[config.mk]
export PLATFORM = sky130hd
export DESIGN_NAME = ws2812_match_frame_flat
export DESIGN_NICKNAME = d
export VERILOG_FILES = /design/src/rtl/ws2812_match_frame_pkg.sv /design/src/rtl/ws2812_match_frame_if.sv /design/src/rtl/ws2812_match_frame_cursor.sv /design/src/rtl/ws2812_match_frame.sv /design/src/flat_wrapper.sv
export SDC_FILE = /design/constraint.sdc
export NUM_CORES = 2
export LEC_CHECK = 0
export BUFFER_PORTS_ARGS = -buffer_cell sky130_fd_sc_hd__buf_2
export CAP_MARGIN = 30
export CORE_MARGIN = 5
export CORE_UTILIZATION = 30
export CTS_CLUSTER_SIZE = 30
export DETAILED_ROUTE_END_ITERATION = 10
export PLACE_DENSITY = 0.42
export SLEW_MARGIN = 10
export SYNTH_ARGS = -nofsm -noshare
export SYNTH_HDL_FRONTEND = slang
export SYNTH_SLANG_ARGS = --single-unit
[constraint.sdc]
create_clock -name sys_clk -period 4.47 [get_ports sys_clk]
set_input_delay 0.2235 -clock sys_clk [delete_from_list [all_inputs] [get_ports sys_clk]]
set_output_delay 0.2235 -clock sys_clk [all_outputs]
set_load 0.005 [all_outputs]
[src/rtl/ws2812_match_frame_pkg.sv]
// Shared constants for the WS2812 colour-match frame source: key bit positions,
// sensor match encodings and status bit positions.
package ws2812_match_frame_pkg;

  localparam int unsigned KEY_UP    = 0;
  localparam int unsigned KEY_DOWN  = 1;
  localparam int unsigned KEY_LEFT  = 2;
  localparam int unsigned KEY_RIGHT = 3;
  localparam int unsigned KEY_PEEK  = 4;

  localparam logic [1:0] SIM_MISMATCH = 2'b00;
  localparam logic [1:0] SIM_MATCH    = 2'b01;

  localparam int unsigned PT_CUR  = 0;
  localparam int unsigned PT_PLAY = 1;
  localparam int unsigned PT_ALL  = 2;

endpackage

[src/rtl/ws2812_match_frame_if.sv]
// Driver handshake and target-image write port of the match frame source.
interface ws2812_match_frame_if #(
  parameter int unsigned AW = 6,
  parameter int unsigned CW = 8
);
  logic            cfg_start;
  logic            ws2812_start;
  logic [AW-1:0]   cfg_num;
  logic [3*CW-1:0] cfg_data;
  logic            tgt_we;
  logic [AW-1:0]   tgt_addr;
  logic [3*CW-1:0] tgt_data;

  modport master (
    output cfg_start, tgt_we, tgt_addr, tgt_data,
    input  ws2812_start, cfg_num, cfg_data
  );

  modport slave (
    input  cfg_start, tgt_we, tgt_addr, tgt_data,
    output ws2812_start, cfg_num, cfg_data
  );
endinterface

[src/rtl/ws2812_match_frame_cursor.sv]
// Matrix cursor: decodes one-hot direction keys and wraps within the current row/column.
module ws2812_match_frame_cursor
  import ws2812_match_frame_pkg::*;
#(
  parameter int unsigned COLS = 8,
  parameter int unsigned ROWS = 8,
  localparam int unsigned AW = $clog2(COLS * ROWS)
) (
  input  logic          sys_clk,
  input  logic          sys_rst,
  input  logic [3:0]    key,
  output logic [AW-1:0] cursor,
  output logic          move
);

  localparam int unsigned CB = $clog2(COLS);
  localparam int unsigned RB = $clog2(ROWS);

  logic [CB-1:0] col_q, col_d;
  logic [RB-1:0] row_q, row_d;

  always_comb begin
    row_d = row_q;
    col_d = col_q;
    // Chorded keys are ignored entirely.
    move  = $onehot(key);
    if (move) begin
      unique case (1'b1)
        key[KEY_UP]:    row_d = (row_q == '0) ? RB'(ROWS - 1) : row_q - RB'(1);
        key[KEY_DOWN]:  row_d = (row_q == RB'(ROWS - 1)) ? '0 : row_q + RB'(1);
        key[KEY_LEFT]:  col_d = (col_q == '0) ? CB'(COLS - 1) : col_q - CB'(1);
        key[KEY_RIGHT]: col_d = (col_q == CB'(COLS - 1)) ? '0 : col_q + CB'(1);
        default: ;
      endcase
    end
  end

  always_ff @(posedge sys_clk) begin
    if (sys_rst) begin
      row_q <= '0;
      col_q <= '0;
    end else begin
      row_q <= row_d;
      col_q <= col_d;
    end
  end

  assign cursor = AW'(row_q) * AW'(COLS) + AW'(col_q);

endmodule

[src/rtl/ws2812_match_frame.sv]
// Colour-match game frame source: target image RAM, cursor, solved map and per-pixel
// composition for the WS2812 matrix driver.
module ws2812_match_frame
  import ws2812_match_frame_pkg::*;
#(
  parameter int unsigned COLS         = 8,
  parameter int unsigned ROWS         = 8,
  parameter int unsigned CW           = 8,
  parameter int unsigned BRIGHT_SHIFT = 3,
  parameter int unsigned WAIT_CYCLES  = 1_000_000,
  parameter int unsigned BLINK_CYCLES = 12_500_000,
  localparam int unsigned NPIX = COLS * ROWS,
  localparam int unsigned AW   = $clog2(NPIX)
) (
  input  logic                 sys_clk,
  input  logic                 sys_rst,
  ws2812_match_frame_if.slave  bus,
  input  logic [4:0]           key,
  input  logic                 c_ok,
  input  logic                 sample_valid,
  input  logic [1:0]           similar_flag,
  input  logic [CW-1:0]        data_r,
  input  logic [CW-1:0]        data_g,
  input  logic [CW-1:0]        data_b,
  output logic [CW-1:0]        set_r,
  output logic [CW-1:0]        set_g,
  output logic [CW-1:0]        set_b,
  output logic [2:0]           point,
  output logic [AW:0]          solved_cnt
);

  localparam int unsigned WW = $clog2(WAIT_CYCLES + 1);
  localparam int unsigned BW = $clog2(BLINK_CYCLES);
  localparam int unsigned PW = 3 * CW;

  logic [AW-1:0]   cfg_num_q, cfg_num_d, cursor;
  logic [PW-1:0]   cfg_data_q, cfg_data_d, pix;
  logic            start_q, start_d;
  logic [WW-1:0]   wait_q, wait_d;
  logic [BW-1:0]   blink_cnt_q, blink_cnt_d;
  logic            blink_on_q, blink_on_d;
  logic            play_q, play_d;
  logic [NPIX-1:0] solved_q, solved_d;
  logic [AW:0]     cnt_q, cnt_d;
  logic            move;
  logic [PW-1:0]   tgt_mem [NPIX];

  function automatic logic [PW-1:0] dim(input logic [PW-1:0] p);
    logic [PW-1:0] r;
    for (int c = 0; c < 3; c++) r[c*CW +: CW] = p[c*CW +: CW] >> BRIGHT_SHIFT;
    return r;
  endfunction

  ws2812_match_frame_cursor #(
    .COLS (COLS),
    .ROWS (ROWS)
  ) u_cursor (
    .sys_clk (sys_clk),
    .sys_rst (sys_rst),
    .key     (key[3:0]),
    .cursor  (cursor),
    .move    (move)
  );

  // Contents deliberately survive reset; reads of a just-written address see the old word.
  always_ff @(posedge sys_clk) begin
    if (bus.tgt_we && ({1'b0, bus.tgt_addr} < (AW + 1)'(NPIX))) begin
      tgt_mem[bus.tgt_addr] <= bus.tgt_data;
    end
  end

  always_comb begin
    pix = '0;
    if (cfg_num_q == cursor && play_q && blink_on_q) pix = {data_g, data_r, data_b};
    else if (!play_q || solved_q[cfg_num_q])         pix = tgt_mem[cfg_num_q];
    cfg_data_d = dim(pix);

    cfg_num_d = cfg_num_q;
    if (bus.cfg_start) cfg_num_d = (cfg_num_q == AW'(NPIX - 1)) ? '0 : cfg_num_q + AW'(1);

    wait_d  = (wait_q == WW'(WAIT_CYCLES)) ? wait_q : wait_q + WW'(1);
    start_d = (wait_q == WW'(WAIT_CYCLES - 1)) ||
              (wait_q == WW'(WAIT_CYCLES) && bus.cfg_start && cfg_num_q == AW'(NPIX - 1));

    blink_cnt_d = blink_cnt_q + BW'(1);
    blink_on_d  = blink_on_q;
    if (move) begin
      blink_cnt_d = '0;
      blink_on_d  = 1'b1;
    end else if (blink_cnt_q == BW'(BLINK_CYCLES - 1)) begin
      blink_cnt_d = '0;
      blink_on_d  = ~blink_on_q;
    end

    play_d = play_q ^ c_ok;

    // Indexed by the pre-move cursor, so a simultaneous move never redirects the sample.
    solved_d = solved_q;
    cnt_d    = cnt_q;
    if (sample_valid) begin
      if (similar_flag == SIM_MATCH && !solved_q[cursor]) begin
        solved_d[cursor] = 1'b1;
        cnt_d            = cnt_q + (AW + 1)'(1);
      end else if (similar_flag == SIM_MISMATCH && solved_q[cursor]) begin
        solved_d[cursor] = 1'b0;
        cnt_d            = cnt_q - (AW + 1)'(1);
      end
    end
  end

  always_ff @(posedge sys_clk) begin
    if (sys_rst) begin
      cfg_num_q   <= '0;
      cfg_data_q  <= '0;
      start_q     <= 1'b0;
      wait_q      <= '0;
      blink_cnt_q <= '0;
      blink_on_q  <= 1'b0;
      play_q      <= 1'b0;
      solved_q    <= '0;
      cnt_q       <= '0;
    end else begin
      cfg_num_q   <= cfg_num_d;
      cfg_data_q  <= cfg_data_d;
      start_q     <= start_d;
      wait_q      <= wait_d;
      blink_cnt_q <= blink_cnt_d;
      blink_on_q  <= blink_on_d;
      play_q      <= play_d;
      solved_q    <= solved_d;
      cnt_q       <= cnt_d;
    end
  end

  always_comb begin
    point          = '0;
    point[PT_ALL]  = (cnt_q == (AW + 1)'(NPIX));
    point[PT_PLAY] = play_q;
    point[PT_CUR]  = solved_q[cursor];
    {set_g, set_r, set_b} = '0;
    if (key[KEY_PEEK]) {set_g, set_r, set_b} = tgt_mem[cursor];
  end

  assign bus.cfg_num      = cfg_num_q;
  assign bus.cfg_data     = cfg_data_q;
  assign bus.ws2812_start = start_q;
  assign solved_cnt       = cnt_q;

endmodule

[src/flat_wrapper.sv]
// flat-port wrapper written by rule: the top's interface ports become plain ports
module ws2812_match_frame_flat import ws2812_match_frame_pkg::*;
#(
  parameter int unsigned COLS         = 8,
  parameter int unsigned ROWS         = 8,
  parameter int unsigned CW           = 8,
  parameter int unsigned BRIGHT_SHIFT = 3,
  parameter int unsigned WAIT_CYCLES  = 1_000_000,
  parameter int unsigned BLINK_CYCLES = 12_500_000,
  localparam int unsigned NPIX = COLS * ROWS,
  localparam int unsigned AW   = $clog2(NPIX)
)
  (sys_clk, sys_rst, key, c_ok, sample_valid, similar_flag, data_r, data_g, data_b, set_r, set_g, set_b, point, solved_cnt, bus_cfg_start, bus_tgt_we, bus_tgt_addr, bus_tgt_data, bus_ws2812_start, bus_cfg_num, bus_cfg_data);
  ws2812_match_frame_if #(.AW(6), .CW(CW)) bus_i ();
  input  logic sys_clk;
  input  logic sys_rst;
  input  logic [4:0] key;
  input  logic c_ok;
  input  logic sample_valid;
  input  logic [1:0] similar_flag;
  input  logic [CW-1:0] data_r;
  input  logic [CW-1:0] data_g;
  input  logic [CW-1:0] data_b;
  output logic [CW-1:0] set_r;
  output logic [CW-1:0] set_g;
  output logic [CW-1:0] set_b;
  output logic [2:0] point;
  output logic [AW:0] solved_cnt;
  input wire logic [$bits(bus_i.cfg_start)-1:0] bus_cfg_start;
  input wire logic [$bits(bus_i.tgt_we)-1:0] bus_tgt_we;
  input wire logic [$bits(bus_i.tgt_addr)-1:0] bus_tgt_addr;
  input wire logic [$bits(bus_i.tgt_data)-1:0] bus_tgt_data;
  output wire logic [$bits(bus_i.ws2812_start)-1:0] bus_ws2812_start;
  output wire logic [$bits(bus_i.cfg_num)-1:0] bus_cfg_num;
  output wire logic [$bits(bus_i.cfg_data)-1:0] bus_cfg_data;
  assign bus_i.cfg_start = bus_cfg_start;
  assign bus_i.tgt_we = bus_tgt_we;
  assign bus_i.tgt_addr = bus_tgt_addr;
  assign bus_i.tgt_data = bus_tgt_data;
  assign bus_ws2812_start = bus_i.ws2812_start;
  assign bus_cfg_num = bus_i.cfg_num;
  assign bus_cfg_data = bus_i.cfg_data;
  ws2812_match_frame #(.COLS(COLS), .ROWS(ROWS), .CW(CW), .BRIGHT_SHIFT(BRIGHT_SHIFT), .WAIT_CYCLES(WAIT_CYCLES), .BLINK_CYCLES(BLINK_CYCLES)) u_core (.sys_clk(sys_clk), .sys_rst(sys_rst), .bus(bus_i), .key(key), .c_ok(c_ok), .sample_valid(sample_valid), .similar_flag(similar_flag), .data_r(data_r), .data_g(data_g), .data_b(data_b), .set_r(set_r), .set_g(set_g), .set_b(set_b), .point(point), .solved_cnt(solved_cnt));
endmodule
Word-level counts from Yosys, hierarchy flattened
Memories as Yosys holds them, arrays and structs flattened. A register that Yosys moved wholly into a read port is not among the register bits.
Index checks and enable logic that the tools add are counted.
{"block": "word_totals", "regBits": 154, "latch_bits": 0, "mem_bits_rw": 1536, "rom_bits": 0, "inputBits": 67, "out_inout_bits": 65, "elab_cells": 94, "mem_count": 1}
{"block": "classes", "n_addsub": 13, "multipliers": 0, "div": 0, "magnitude_cmp": 3, "eq_ne": 10, "n_shift": 0, "n_mux": 28, "bitwise": 5, "n_reduce_logical": 22}
{"name": "u_core.tgt_mem", "depth": 64, "width": 24, "read_ports": 2, "rd_clocked_by_memory_dff": 1, "write_ports": 1, "line": "ws2812_match_frame.sv:46", "rtl": "logic [PW-1:0] tgt_mem [NPIX];"}
{"operator": "$mux 64", "n": 2}
{"operator": "$and 64x64->64", "n": 1}
{"operator": "$not 64->64", "n": 1}
{"operator": "$or 64x64->64", "n": 1}
{"operator": "$mux 24", "n": 2}
{"operator": "$eq 20x20->1 const B", "n": 2}
{"operator": "$add 24x1->24 const B", "n": 1}
{"operator": "$eq 24x24->1 const B", "n": 1}
{"operator": "$mux 8", "n": 3}
{"operator": "$add 20x1->20 const B", "n": 1}
{"operator": "$mux 6", "n": 3}
{"operator": "$lt 6x7->1 const B", "n": 2}
{"operator": "$mux 7", "n": 2}
{"operator": "$bmux 1 s6", "n": 2}
{"operator": "$mux 3", "n": 4}
{"operator": "$pmux 3 s2", "n": 2}
{"operator": "$reduce_bool 2->1", "n": 4}
{"operator": "$add 7x1->7 const B", "n": 1}
{"operator": "$eq 7x7->1 const B", "n": 1}
{"operator": "$logic_and 1x1->1", "n": 7}
{"operator": "$mux 1", "n": 7}
{"operator": "$sub 7x1->7 const B", "n": 1}
{"operator": "$add 3x1->3 const B", "n": 2}
{"operator": "$add 6x1->6 const B", "n": 1}
{"operator": "other kinds (19)", "n": 27}

Depth between registers and ports, before layout
{"block": "logic_depth", "word_depth": 9, "depth_mapped": 17, "ltp_nobuf": 14}

Cells and area by module
From an unflattened synthesis, not the netlist that was laid out.
{"block": "hier_totals", "hier_cells": 4640, "hier_area_um2": 71825.1}
{"mod": "ws2812_match_frame", "instances": 1, "cells_each": 4585, "area_per_inst_um2": 71310.9, "seq_area_each_um2": 49027.0}
{"mod": "ws2812_match_frame_cursor", "instances": 1, "cells_each": 55, "area_per_inst_um2": 514.2, "seq_area_each_um2": 120.1}

Worst setup path before layout
No wires, ideal clock.
{"block": "synth_path", "path_type": "register to register", "from": "register u_core.u_cursor.col_q[0]", "to": "register u_core.cnt_q[6], in the netlist u_core.solved_cnt[6]", "setup_time_ns": 0.123, "arrival_ns": 3.927, "required_ns": 4.347, "setup_slack_ns": 0.419, "stages_incl_launch_ff": 17, "path_buffers": 2, "synth_period_minus_slack_ns": 4.051, "path_cell_list": "dfxtp_1 -> buf_6 -> mux4_2 -> mux2i_1 -> o22ai_1 -> or2_4 -> nor3_4 -> clkbuf_1 -> nand3b_1 -> fa_1 -> a21o_1 -> a21oi_1 -> o21bai_1 -> a21oi_1 -> nand2_1 -> mux2i_1 -> mux2_1"}
{"block": "synth_between", "elab_chain_len": 7, "elab_cells_between_ends": 9, "classes_between": "add/sub (1); mux (3); reduce/logical (5)"}
{"item": "from (decl)", "line": "ws2812_match_frame_cursor.sv:19", "rtl": "logic [CB-1:0] col_q, col_d;"}
{"item": "from (signal assigned)", "line": "ws2812_match_frame_cursor.sv:44", "rtl": "col_q <= col_d;"}
{"item": "$add 6x3->6 (*)", "line": "ws2812_match_frame_cursor.sv:48", "rtl": "assign cursor = AW'(row_q) * AW'(COLS) + AW'(col_q);"}
{"item": "$bmux 1 s6 (*)", "line": "ws2812_match_frame.sv:101, ws2812_match_frame.sv:104"}
{"item": "$mux 1 (not written as such) (*)", "line": "ws2812_match_frame.sv:101, ws2812_match_frame.sv:104"}
{"item": "$logic_not 1->1", "line": "ws2812_match_frame.sv:101", "rtl": "if (similar_flag == SIM_MATCH && !solved_q[cursor]) begin"}
{"item": "$logic_and 1x1->1", "line": "ws2812_match_frame.sv:101"}
{"item": "$reduce_bool 2->1 (no line)"}
{"item": "$reduce_and 2->1 (no line)"}
{"item": "to (signal assigned)", "line": "ws2812_match_frame.sv:131", "rtl": "cnt_q <= cnt_d;"}
{"item": "to (decl)", "line": "ws2812_match_frame.sv:44", "rtl": "logic [AW:0] cnt_q, cnt_d;"}
Mark *: on every way between the ends. The rest lies on a longest branch, timed or not. The select of a mux whose other input is x is not followed.
A chain may end at the register's enable or synchronous reset.

Final worst setup path
{"block": "layout_path", "from": "register u_core.u_cursor.col_q[2]", "to": "output set_b[7]"}
{"block": "layout_between", "elab_chain_len": 3}
{"item": "$add 6x3->6", "line": "ws2812_match_frame_cursor.sv:48"}
{"item": "$mem_v2 64x24"}
{"item": "$mux 8", "line": "ws2812_match_frame.sv:141", "rtl": "if (key[KEY_PEEK]) {set_g, set_r, set_b} = tgt_mem[cursor];"}
{"item": "to (decl)", "line": "flat_wrapper.sv:26", "rtl": "output logic [CW-1:0] set_b;"}
No other way between the ends.

==> impl_metrics.json <==
{
  "outcome": "complete, no violations",
  "dieArea_sq_um": 247000,
  "clock_path_buffers": 3,
  "nFillCells": 22168,
  "root_buffer": "clkbuf_16",
  "syn_to_final_growth_pct": 20.7,
  "numCtsBuffers": 186,
  "rsz0062_at_grt": "false",
  "io_pins": 132,
  "critPathMaxFanout": 19,
  "endpoint_kind": "output port",
  "synth_edf_count": 1536,
  "synth-seq-cells": 1687,
  "criticalPathCategory": "flop to output port",
  "cts_htree_levels": 4,
  "rows": 178,
  "finalCriticalPeriod_ns": 4.40,
  "num_vias": 48448,
  "start_kind": "flop",
  "postSynthAreaPerCell_sq_um": 15.6,
  "fin_nets": 4949,
  "grt_pass1_vias": 47158,
  "netlist.area_leader.share_pct": 64.9,
  "grtUsageTotal_pct": 23.4,
  "met2_length_um": 136000,
  "start_util_pct": 30.2,
  "tns_ns": 0,
  "gp_congestion": 0.844,
  "cellPowerDensity_nw_per_um2": 438,
  "fmaxAchievable_mhz": 227,
  "drc": 0,
  "post_drt_wl_per_cell_um": 36.3,
  "dr_wl_met3_um": 22500,
  "cts_tree": "built",
  "synthTopCellsByArea": "edfxtp_1 65%, a22oi_1 6.8%, mux4_2 5.1%, dfxtp_1 4.3%, mux2i_1 3.3%",
  "vdd_drop_max_uv": 366,
  "ant_nets": 0,
  "worst_pin_slew_ns": 1.00,
  "slew_headroom_pct": 32.5,
  "worst_slack_ns": 0.0671,
  "ys.flop_type": "edfxtp_1",
  "hold_path.class": "primary input to flop",
  "synthArstFlopShare_pct": 0,
  "grt_first_pass_wirelength_um": 403000,
  "finalPower_mw": 37.6,
  "required_ns": 4.25,
  "synth_area_sq_um": 71000,
  "die_w_um": 497,
  "clk_pin_slew_ns": 0.06,
  "grt_max_degree": 79,
  "worst_clock_skew_ns": 0.0634,
  "vias_per_cell": 5.92,
  "setup_viol": 0,
  "firstDrtPassIters": 7,
  "core_sq_um": 235000,
  "overflow": 0,
  "pre_cts_slack_ns": 0.274,
  "drv_cap": 0,
  "hold_viol_final": 0,
  "dp_hpwl_um": 186000,
  "synth_area_leader_cell": "edfxtp_1",
  "drt_iter0_markers": 5999,
  "yosysSeqAreaShare_pct": 69.2,
  "synth_cell_types": 60,
  "wirelength_um": 296000,
  "arrival_ns": 4.18,
  "drive_gt1_share_pct": 20.3,
  "portBuffers": 113,
  "ys.warnings.count": 0,
  "highest_layer": "met5",
  "period_share_pct": 98.5,
  "p_leak_nw": 25.9,
  "final_util_pct": 36.4,
  "fp.dieH_um": 497,
  "cts.sinks": 1687,
  "met1Wirelength_um": 127000,
  "antenna_found_initial": 28,
  "slew_viol_final": 0,
  "clk_latency_ns": 0.84,
  "holdWs_ns": 0.0669,
  "netlist_instances": 4543
}
registers in the layout (all words and copies together), names as in the netlist, named ones only:
name,flops
u_core.blink_cnt_q,24
u_core.blink_on_q,1
u_core.bus.cfg_data,15
u_core.bus.cfg_num,6
u_core.bus.ws2812_start,1
u_core.play_q,1
u_core.solved_cnt,7
u_core.tgt_mem,1536
u_core.u_cursor.col_q,3
u_core.u_cursor.row_q,3
u_core.wait_q,20
area by class of cell:
cell class	instances	area (sq um)	share of cell area, %
Antenna cell	14	35.0	0.0409
Clock buffer	243	4990	5.82
Clock inverter	98	1120	1.31
Inverter	22	85.1	0.0993
Multi-Input combinational cell	2454	21000	24.5
Sequential cell	1687	49200	57.4
Tap cell	3150	3940	4.60
Timing Repair Buffer	509	5400	6.30
Yosys cell counts, types with 8 or more instances:
cell type / n
nand2b_1: 8
nor4_1: 104
mux2i_1: 236
mux4_2: 162
nor3_1: 81
nor2_1: 202
a211oi_1: 16
a31oi_1: 149
inv_1: 20
clkbuf_1: 239
nor2b_1: 8
nand4_1: 15
ha_1: 20
nand2_1: 55
buf_2: 60
or3_1: 12
edfxtp_1: 1536
o22ai_1: 15
o21ai_0: 69
a41oi_1: 101
a22o_1: 91
dfxtp_1: 151
buf_1: 63
a22oi_1: 643
buf_4: 23
xor2_1: 26
o31ai_1: 16
xnor2_1: 29
a21oi_1: 57
nand3_1: 40
and3_1: 14
o211ai_1: 15
nand3b_1: 13
a221oi_1: 203
worst paths after layout:
check | slack, ns | start | end | depth (start not counted)
min | 0.07 | bus_tgt_data[17] | u_core.tgt_mem[23][17] | 2
min reg2reg | 0.46 | u_core.blink_cnt_q[0] | u_core.blink_cnt_q[0] | 1
max reg2reg | 0.29 | u_core.u_cursor.col_q[0] | u_core.solved_cnt[6] | 15
max | 0.07 | u_core.u_cursor.col_q[2] | set_b[7] | 13
cell families (layout without fill, tap and decap cells):
kind of cell	count (synthesis)	count (layout)	synth area share, %
simple gates	580	581	4.13
other cells	1	23	0.00528
compound gates	1386	1386	14.6
xor+xnor	55	55	0.678
buf+inv	411	872	2.44
flops	1687	1687	69.2
mux	401	401	8.51
fa+ha+maj	22	22	0.409
stage by stage:
stage | cells | instance area, sq um
final | 8177 | 85700
after global routing | 8171 | 85700
after CTS | 8150 | 85400
after detailed placement | 7756 | 78600
after global placement | 7736 | 78200
after floorplan | 4551 | 71100
cells in the final DEF (no fill, tap or decap), drive strengths merged, types with 9 or more instances in the layout:
cell         netlist  layout
edfxtp          1536    1536
nand2             55      55
a211oi            16      16
bufinv             0      16
a41oi            101     101
o22ai             15      15
xor2              26      26
nand4             16      16
a31oi            149     149
and3              14      15
nand3             40      40
nor2             202     202
buf              150     459
or3               12      12
conb               1       9
nand3b            13      13
clkbuf           239     244
a21oi             57      57
dfxtp            151     151
clkinv             1      77
a22o              91      91
nor3              83      83
a22oi            643     643
o211ai            15      15
mux2i            236     236
xnor2             29      29
diode              0      14
o31ai             17      17
inv               21      25
ha                20      20
a221oi           203     203
mux4             162     162
nor4             105     105
dlygate4sd3        0      49
o21ai             69      69
routing by layer:
| metal | global-route usage (%) | vias up |
|---|---|---|
| li1 | - | 19860 |
| met1 | 32.9 | 25723 |
| met2 | 36.9 | 2411 |
| met3 | 4.35 | 450 |
| met4 | 7.54 | 4 |
| met5 | 0 | - |
critical path, stage by stage (launching register included):
cell	delay [ns]
dfxtp_2	0.38
buf_12	0.17
buf_4	0.21
nor3_4	0.34
buf_12	0.26
buf_12	0.21
buf_4	0.28
buf_4	0.21
a22oi_1	0.09
a41oi_2	0.34
nor4_1	0.08
a21oi_1	0.24
buf_4	0.26
buf_2	0.15
power breakdown:
part           leakage, nW  internal [mW]  switching (mW)
registers             15.0           17.3          0.0998
clock network         2.97           8.84            6.65
logic                 7.88           1.58            3.04
total                 25.9           27.8            9.79
repair_timing:
item,CTS,global route
setup buffers,7,4
cloned,1,0
endpoints found under the hold margin,708,186
hold buffers,45,4
setup endpoints to repair,24,11
resized for setup,30,9
pin swaps,5,5
Power figures use the tool's default switching activity.
